$ cat src/rtl/spi_pkg.sv
// Shared types and constants for the SPI responder.
package spi_pkg;

    localparam int SYNC_STAGES = 2;

    typedef enum logic {
        IDLE = 1'b0,
        XFER = 1'b1
    } state_t;

    typedef struct packed {
        logic cpol;
        logic cpha;
    } spi_mode_t;

endpackage

$ cat src/rtl/spi_sync_edge.sv
// Multi-FF synchroniser with a registered previous value for edge detection.
module spi_sync_edge
    import spi_pkg::*;
#(
    parameter logic RST_VAL = 1'b0
) (
    input  logic clk_i,
    input  logic rst_ni,
    input  logic d_i,
    output logic level_o,
    output logic rise_o,
    output logic fall_o
);

    logic [SYNC_STAGES-1:0] sync_q;
    logic                   prev_q;
    logic [SYNC_STAGES:0]   vld_pipe;

    always_ff @(posedge clk_i or negedge rst_ni) begin
        if (!rst_ni) begin
            sync_q   <= {SYNC_STAGES{RST_VAL}};
            prev_q   <= RST_VAL;
            vld_pipe <= '0;
        end else begin
            sync_q   <= {sync_q[SYNC_STAGES-2:0], d_i};
            prev_q   <= sync_q[SYNC_STAGES-1];
            vld_pipe <= {vld_pipe[SYNC_STAGES-1:0], 1'b1};
        end
    end

    // Edges are suppressed until the chain holds real samples, so a pin that
    // already sits away from RST_VAL at reset release is not seen as an edge.
    assign level_o = sync_q[SYNC_STAGES-1];
    assign rise_o  = vld_pipe[SYNC_STAGES] &  level_o & ~prev_q;
    assign fall_o  = vld_pipe[SYNC_STAGES] & ~level_o &  prev_q;

endmodule

$ cat src/rtl/spi_slave.sv
// SPI responder, all four CPOL/CPHA modes, oversampled in the clk_i domain.
// Define SPI_SLAVE_UNDERRUN_EN to add the sticky underrun_o flag and its clear.
module spi_slave
    import spi_pkg::*;
#(
    parameter int             DW        = 8,
    parameter logic [DW-1:0]  IDLE_FILL = '0
) (
    input  logic          clk_i,
    input  logic          rst_ni,
    input  logic          cpol_i,
    input  logic          cpha_i,
    input  logic [DW-1:0] tx_data_i,
    input  logic          tx_valid_i,
    output logic          tx_ready_o,
    output logic [DW-1:0] rx_data_o,
    output logic          rx_valid_o,
    output logic          busy_o,
    input  logic          sclk_i,
    input  logic          ss_ni,
    input  logic          mosi_i,
    output logic          miso_o,
    output logic          miso_oe_o
`ifdef SPI_SLAVE_UNDERRUN_EN
    ,
    output logic          underrun_o,
    input  logic          underrun_clr_i
`endif
);

    localparam int CW = (DW > 1) ? $clog2(DW) : 1;
    localparam logic [CW-1:0] LAST_BIT = CW'(DW - 1);

    // index 0: sclk, 1: ss, 2: mosi
    localparam logic [2:0] SYNC_RST = 3'b010;

    logic [2:0] pin_raw, pin_lvl, pin_rise, pin_fall;

    assign pin_raw = {mosi_i, ss_ni, sclk_i};

    for (genvar g = 0; g < 3; g++) begin : g_sync
        spi_sync_edge #(.RST_VAL(SYNC_RST[g])) u_sync (
            .clk_i  (clk_i),
            .rst_ni (rst_ni),
            .d_i    (pin_raw[g]),
            .level_o(pin_lvl[g]),
            .rise_o (pin_rise[g]),
            .fall_o (pin_fall[g])
        );
    end

    logic unused_mosi_edges;
    assign unused_mosi_edges = pin_rise[2] ^ pin_fall[2];

    logic sclk_lvl, sclk_edge, ss_lvl, ss_rise, ss_fall, mosi_lvl;
    assign sclk_lvl  = pin_lvl[0];
    assign sclk_edge = pin_rise[0] | pin_fall[0];
    assign ss_lvl    = pin_lvl[1];
    assign ss_rise   = pin_rise[1];
    assign ss_fall   = pin_fall[1];
    assign mosi_lvl  = pin_lvl[2];

    state_t        state;
    spi_mode_t     mode;
    logic [CW-1:0] bit_cnt;
    logic [DW-1:0] shift_reg, rx_shift, tx_buf;
    logic          tx_full;

    logic active, lead_edge, trail_edge, sample_edge, shift_edge, tx_load;
    logic [DW-1:0] rx_next;

    // After an edge the synchronised level equals the new clock level, so the
    // leading edge is the one that leaves the idle (cpol) level.
    assign active      = (state == XFER) && !ss_lvl;
    assign lead_edge   = active && sclk_edge && (sclk_lvl != mode.cpol);
    assign trail_edge  = active && sclk_edge && (sclk_lvl == mode.cpol);
    assign sample_edge = mode.cpha ? trail_edge : lead_edge;
    assign shift_edge  = mode.cpha ? lead_edge  : trail_edge;
    assign tx_load     = ((state == IDLE) && ss_fall && !cpha_i) ||
                         (shift_edge && (bit_cnt == '0));
    assign rx_next     = {rx_shift[DW-2:0], mosi_lvl};

    always_ff @(posedge clk_i or negedge rst_ni) begin
        if (!rst_ni) begin
            state      <= IDLE;
            mode       <= '0;
            bit_cnt    <= '0;
            busy_o     <= 1'b0;
            miso_oe_o  <= 1'b0;
            shift_reg  <= '0;
            rx_shift   <= '0;
            rx_data_o  <= '0;
            rx_valid_o <= 1'b0;
            tx_buf     <= '0;
            tx_full    <= 1'b0;
        end else begin
            rx_valid_o <= 1'b0;

            if (tx_load) begin
                shift_reg <= tx_full ? tx_buf : IDLE_FILL;
                tx_full   <= 1'b0;
            end else if (shift_edge) begin
                shift_reg <= {shift_reg[DW-2:0], 1'b0};
            end

            // A capture in the same cycle as a load wins: buffer stays full.
            if (tx_valid_i && !tx_full) begin
                tx_buf  <= tx_data_i;
                tx_full <= 1'b1;
            end

            case (state)
                IDLE: begin
                    if (ss_fall) begin
                        state     <= XFER;
                        mode      <= '{cpol: cpol_i, cpha: cpha_i};
                        bit_cnt   <= '0;
                        busy_o    <= 1'b1;
                        miso_oe_o <= 1'b1;
                    end
                end
                XFER: begin
                    if (ss_rise) begin
                        state     <= IDLE;
                        bit_cnt   <= '0;
                        busy_o    <= 1'b0;
                        miso_oe_o <= 1'b0;
                    end else if (sample_edge) begin
                        rx_shift <= rx_next;
                        if (bit_cnt == LAST_BIT) begin
                            bit_cnt    <= '0;
                            rx_data_o  <= rx_next;
                            rx_valid_o <= 1'b1;
                        end else begin
                            bit_cnt <= bit_cnt + 1'b1;
                        end
                    end
                end
                default: state <= IDLE;
            endcase
        end
    end

    assign tx_ready_o = !tx_full;
    assign miso_o     = shift_reg[DW-1];

`ifdef SPI_SLAVE_UNDERRUN_EN
    always_ff @(posedge clk_i or negedge rst_ni) begin
        if (!rst_ni)
            underrun_o <= 1'b0;
        else if (tx_load && !tx_full)
            underrun_o <= 1'b1;
        else if (underrun_clr_i)
            underrun_o <= 1'b0;
    end
`endif

endmodule

$ cat config.mk
export PLATFORM = sky130hd
export DESIGN_NAME = spi_slave
export DESIGN_NICKNAME = d
export VERILOG_FILES = /design/src/rtl/spi_pkg.sv /design/src/rtl/spi_sync_edge.sv /design/src/rtl/spi_slave.sv
export SDC_FILE = /design/constraint.sdc
export NUM_CORES = 1
export LEC_CHECK = 0
export CAP_MARGIN = 20
export CORE_MARGIN = 3
export CORE_UTILIZATION = 46
export CTS_BUF_LIST = sky130_fd_sc_hd__clkbuf_2 sky130_fd_sc_hd__clkbuf_4 sky130_fd_sc_hd__clkbuf_8
export CTS_CLUSTER_SIZE = 10
export DETAILED_ROUTE_END_ITERATION = 8
export PLACE_DENSITY = 0.76
export REMOVE_ABC_BUFFERS = 1
export SETUP_SLACK_MARGIN = 0.02
export SYNTH_ARGS = -nofsm -noshare
export SYNTH_HDL_FRONTEND = slang
export SYNTH_SLANG_ARGS = --single-unit
$ cat constraint.sdc
create_clock -name clk_i -period 1.8 [get_ports clk_i]
set_input_delay 0.36 -clock clk_i [delete_from_list [all_inputs] [get_ports clk_i]]
set_output_delay 0.36 -clock clk_i [all_outputs]
set_load 0.02 [all_outputs]
==> summary.md <==
| Metric | Value |
|---|---|
| Setup ws final | `0.05437 ns` |
| Synthesized area | `0.002093 sq mm` |
| CTS Hold Buffers Added | `0` |
| Vias/cell | `5.461` |
| Vias in the first global route | `1,376` |
| Clock Root Buffer | `clkbuf_8` |
| Tightest Hold Check Type | `in2async` |
| RSZ-0062 raised after global routing | `true` |
| Core Util, Final | `62.21%` |
| Final period util | `96.98%` |
| Clock skew | `0.007474 ns` |
| H-tree Lvls | `2` |
| Synth cell count leaders | `48 x dfrtp_1, 26 x mux2_2, 9 x o21ai_0` |
| Port Buffers | `28` |
| Worst setup EP type | `flip-flop` |
| Placed instance count | `233` |
| Max Slew Vio Count | `0` |
| Final WL | `3.721 mm` |
| Layout area overhead | `24.87%` |
| Die Wd | `73.46 um` |
| Sequential group share of total power | `49.3%` |
| Gr usage total | `15.60%` |
| Pleak | `1.237 nW` |
| CP startpoint kind | `flip-flop` |
| Core area | `0.004202 sq mm` |
| Fraction of layout cells with a size suffix above 1 | `26.18%` |
| Num CTS Buffers | `5` |
| DR pass1 iterations | `4` |
| Initial Util | `49.82%` |
| Outcome | `completed` |
| Max FO, Critical Path | `10` |
| Design Power | `3.274 mW` |
| Starting DRT DRC Count | `132` |
| Vias | `1,316` |
| Syn Inst Count | `153` |
| Initial antenna violation count | `0` |
| Register area share after synthesis | `61.15%` |
| Finish-stage setup viols | `0` |
| Worst hold slack | `0.02533 ns` |
| Ys flop type | `dfrtp_1` |
| Placed wire-length estimate | `2.650 mm` |
| CTS tree | `yes` |
| Fin area | `0.002614 sq mm` |
| Max-cap violations | `0` |
| Top cell type's share of synthesized area | `57.38%` |
| Sink Count | `51` |
| Clock buffer depth | `2` |
| P per Cell Area | `1253 mW/mm^2` |
| Critical path required time | `2.00 ns` |
| Crit path time final | `1.746 ns` |
| Clk_lat worst skew | `0.30 ns` |
| DRC viols | `0` |
| Routed len/inst | `15.44 um` |
| Die area | `0.005396 sq mm` |
| Critical path type | `reg2reg` |
| Comb pwr share | `25.2%` |
| F_max | `572.9 MHz` |
| Synth cell types | `36` |
| Synth area leader | `dfrtp_1` |
| Largest net degree at the start of global routing | `52` |
| Nets | `209` |
| ANT cells | `0` |
| Count leader, synth | `dfrtp_1` |
| Die H | `73.46 um` |
| Part of the power in the clock network | `25.4%` |
| First-pass GRT wire length | `6.320 mm` |
| Std-Cell Rows | `23` |
| Arrival time worst endpoint | `1.95 ns` |
| #FFs+latches synth | `51` |
| Final ANT Viol Nets | `0` |
| P_sw | `0.9143 mW` |
| EDFF count, synth | `0` |
| Placed inst area | `0.002485 sq mm` |
| Peak VDD IR | `0.0006755 V` |
| Pre-CTS setup slack | `-0.04320 ns` |
| Post-synth ARST share | `100.0%` |
| Sw frac | `27.92%` |
| Reg clk slew, reported paths | `0.09 ns` |
| Num ports | `29` |
| Setup TNS | `0 ns` |
| Synth warnings | `0` |
| Avg Cell Area, Syn | `13.68 sq um` |
| GPL Wtd Cong | `0.7632` |
| Worst reg-to-reg setup slack | `0.05 ns` |
| Aggregate global routing overflow | `0` |
| Area contributors post-synth | `dfrtp_1 57%, mux2_2 14%, dfstp_2 3.8%` |
| P_int | `2.360 mW` |
| Finished Layout Cells | `241` |
| Final hold vios | `0` |
-- power groups by stage --
stage / Sequential [mW] / Combinational (mW) / Clock [mW]
floorplan: 1.62 / 0.512 / 0
global placement: 1.61 / 0.795 / 0
detailed placement: 1.64 / 0.832 / 0
CTS: 1.62 / 0.842 / 0.857
global route: 1.65 / 0.905 / 0.912
finish: 1.62 / 0.826 / 0.833
-- area by class of cell --
type | instances | area, sq um
sequential | 51 | 1280
inverter | 6 | 22.52
timing repair buffer | 35 | 355.3
multi-input combinational | 91 | 772.0
fill | 301 | 1588
clock buffer | 6 | 82.58
tap | 50 | 62.56
clock inverter | 2 | 38.79
-- critical path, stage by stage (launching register included) --
cell	delay (ns)
dfrtp_1	0.39
xnor3_1	0.43
or3b_4	0.45
o21a_1	0.20
a21o_1	0.17
-- metal layers --
metal | routed length [um] | GRT usage [%]
met3 | 130 | 4.241
met2 | 2001 | 27.66
met1 | 1536 | 17.71
met4 | 52 | 6.036
met5 | 0 | 0
-- cell families (layout without fill, tap and decap cells) --
group | after synthesis | after routing | share of synthesized area (%)
XOR/XNOR | 3 | 3 | 1.913
AO/OA/AOI/OAI | 25 | 25 | 8.129
adder cells (fa/ha/maj) | 3 | 3 | 1.793
multiplexers | 28 | 28 | 14.94
other | 1 | 1 | 0.1791
AND/OR/NAND/NOR | 31 | 31 | 9.683
buffers and inverters | 11 | 49 | 2.211
flip-flops | 51 | 51 | 61.15
-- cell usage in the layout, fill, tap and decap left out, drive strengths merged, types with 5 or more instances in the layout --
| cell type | count |
|---|---|
| mux2 | 26 |
| o21ai | 10 |
| clkbuf | 6 |
| buf | 8 |
| and2 | 7 |
| a2bb2oi | 7 |
| clkdlybuf4s50 | 26 |
| nand2 | 5 |
| nand3 | 8 |
| dfrtp | 48 |
| inv | 7 |
-- what timing repair did --
action,in CTS,in global routing
pin swaps,0,0
setup endpoints to repair,8,4
gates resized for setup,2,1
buffers inserted,0,0
-- path summary, 6_finish.rpt --
kind,startpoint,to,depth (start not counted)
max,g_sync[0].u_sync.sync_q[1],tx_full,4
min,rst_ni,tx_buf[1],2
max reg2reg,g_sync[0].u_sync.sync_q[1],tx_full,4
min reg2reg,g_sync[1].u_sync.vld_pipe[0],g_sync[1].u_sync.vld_pipe[1],0
max in group asynchronous,rst_ni,g_sync[1].u_sync.sync_q[0],2
min in group clk_i,g_sync[1].u_sync.vld_pipe[0],g_sync[1].u_sync.vld_pipe[1],0
(Power assumes the default switching activity.)
==> variant, RTL diff (same settings) <==
The option `SPI_SLAVE_UNDERRUN_EN` is turned on by a define.
--- a/src/rtl/spi_slave.sv
+++ b/src/rtl/spi_slave.sv
@@ -1,5 +1,7 @@
 // SPI responder, all four CPOL/CPHA modes, oversampled in the clk_i domain.
 // Define SPI_SLAVE_UNDERRUN_EN to add the sticky underrun_o flag and its clear.
+`define SPI_SLAVE_UNDERRUN_EN
+
 module spi_slave
     import spi_pkg::*;
 #(
Interface: changed (added underrun_clr_i and underrun_o); port bits go from 29 to 31. The function was not compared with the original's and may differ.
==> variant against the unedited design <==
- cell area rose by 3.7%
- synthesized cell count rose by 2.0%
- sequential cell count rose by 1
- synthesized area rose by 1.6%
- via count did not move
- critical path type unchanged
- routed wire length rose by 5.2%
- total power rose by 3.7%
- fmax rose by 1.8%
- worst setup slack improved by 30 ps
- core utilization fell by 0.81 points
- critical path depth did not move
- first-iteration DRC count fell by 39%
==> variant: results (changes against the unedited design) <==
Parameter                              Value

Layout
  Nets    219 (was 209)
  Layout cells sized above 1    0.340 (was 0.262)

Global routing
  Number of antenna violations at the first check in global routing    0 (unchanged)
  Global-route wire length before repair    6.61 mm (was 6.32 mm)
  Combined global-route utilization of all metal layers    0.161 (was 0.156)
  Via count of the first global-routing pass    1444 (was 1376)
  Maximum number of pins on one net before global-route repair    31 (was 52)

Synthesis
  Biggest area contributors in the synthesized netlist    sky130_fd_sc_hd__dfrtp_1, sky130_fd_sc_hd__mux2_2, sky130_fd_sc_hd__dfstp_2 (unchanged)
  Top cells by count, synth    sky130_fd_sc_hd__dfrtp_1, sky130_fd_sc_hd__mux2_2, sky130_fd_sc_hd__nand2_1, sky130_fd_sc_hd__a21oi_1, sky130_fd_sc_hd__inv_1 (was sky130_fd_sc_hd__dfrtp_1, sky130_fd_sc_hd__mux2_2, sky130_fd_sc_hd__o21ai_0, sky130_fd_sc_hd__nand3_1)
  Unique cell type count in the Yosys netlist    33 (was 36)
  Sequential fraction of the synthesis area    0.614 (was 0.611)

Timing
  Final hold violations    0 (unchanged)
  Worst Skew    7.55 ps (was 7.47 ps)
  Time the final worst path needs with I/O delays and setup    1720 ps (was 1750 ps)

Run status
  Run status    finished clean (unchanged)

Place
  Setup slack at placement    -5.05 ps (was -43.2 ps)
  HPWL reported at the end of detailed placement    2.91 mm (was 2.65 mm)
  Final estimated routing congestion in global placement    0.773 (was 0.763)
  Port bufs    30 (was 28)

Worst setup path
  Maximum net fanout on the critical path    9 (was 10)
  Arrival time of data at the critical path endpoint    1950 ps (about the same)
  Start point of the critical path    mode[0]$_DFFE_PN0N_ (was g_sync[0].u_sync.sync_q[1]$_DFF_PN0_)

Drt
  Iteration-0 DRC count of the detailed router    81 (was 132)
  Via density per instance    5.22 (was 5.46)
  Routed length per placed instance    15.5 um (was 15.4 um)

Power and ir drop
  Psw    0.911 mW (was 0.914 mW)
  VDD IR-drop max    0.000548 V (was 0.000675 V)
  Leakage    1.25 nW (was 1.24 nW)

Clock tree
  Maximum root-to-sink buffer count    2 (unchanged)
variant: cell count changes after synthesis, sizes merged, moves of 7 or more:
| cell | change |
|---|---|
| a21oi | +8 |
| o22a | +7 |
| and3 | +7 |
| and2 | -7 |
| a2bb2oi | -7 |
| nand3 | -8 |
variant: worst paths after layout:
path                                                               end  slack, ps  cells past startpoint
worst max-delay path                          shift_reg[6]$_DFFE_PN0P_         80                      4
worst min-delay path                 g_sync[0].u_sync.prev_q$_DFF_PN0_         30                      2
max in group asynchronous            g_sync[1].u_sync.prev_q$_DFF_PN1_       1410                      2
worst min register to register  g_sync[1].u_sync.vld_pipe[1]$_DFF_PN0_        350                      0
min in group clk_i              g_sync[1].u_sync.vld_pipe[1]$_DFF_PN0_        350                      0
worst max register to register                shift_reg[6]$_DFFE_PN0P_         80                      4
variant: kinds of logic (layout without fill, tap and decap cells):
group / after synthesis / in the layout / share of synthesized area
fa+ha+maj: 3 / 3 / 0.0176
other cells: 1 / 1 / 0.00176
mux: 26 / 26 / 0.138
simple gates: 32 / 32 / 0.0982
buf+inv: 14 / 58 / 0.0306
xor+xnor: 2 / 2 / 0.0153
flops: 52 / 52 / 0.614
compound gates: 26 / 26 / 0.0853
variant: area by class of cell:
| cell class | count | area [sq um] |
|---|---|---|
| Fill cell | 341 | 1700 |
| Sequential cell | 52 | 1310 |
| Multi-Input combinational cell | 90 | 786 |
| Timing Repair Buffer | 42 | 398 |
| Clock buffer | 7 | 96.3 |
| Tap cell | 52 | 65.1 |
| Clock inverter | 1 | 30.0 |
| Inverter | 8 | 30.0 |
variant: critical path, stage by stage (launching register included):
cell and delay, ps:
sky130_fd_sc_hd__dfrtp_1 400, sky130_fd_sc_hd__xnor3_2 440, sky130_fd_sc_hd__nor3b_4 410, sky130_fd_sc_hd__or2_4 250
sky130_fd_sc_hd__o22a_2 150
variant: per-layer routing:
layer,share of wire,global-route usage,vias up
met5,0,0,-
met3,0.042,0.0338,9
met1,0.41,0.193,648
met4,0.019,0.0624,0
li1,-,-,629
met2,0.53,0.283,30
variant: what timing repair did:
action                     in CTS  in global routing
gates resized for setup         2                  4
pin swaps                       1                  1
gates cloned                    0                  0
setup endpoints to repair      16                  6
variant: power groups by stage:
stage               clock (mW)  combinational, mW  sequential, mW
global route             0.913               1.02            1.66
finish                   0.839              0.933            1.62
global placement             0              0.852            1.62
floorplan                    0              0.540            1.64
CTS                      0.866              0.925            1.63
detailed placement           0              0.909            1.65
variant: stage by stage:
step | std cells | area (sq um) | hold WS [ps]
after floorplan | 150 | 2090 | 64.4
after global placement | 244 | 2550 | 332
after global routing | 252 | 2710 | 53.9
after CTS | 252 | 2690 | 33.2
final | 252 | 2710 | 31.0
after detailed placement | 244 | 2550 | 335
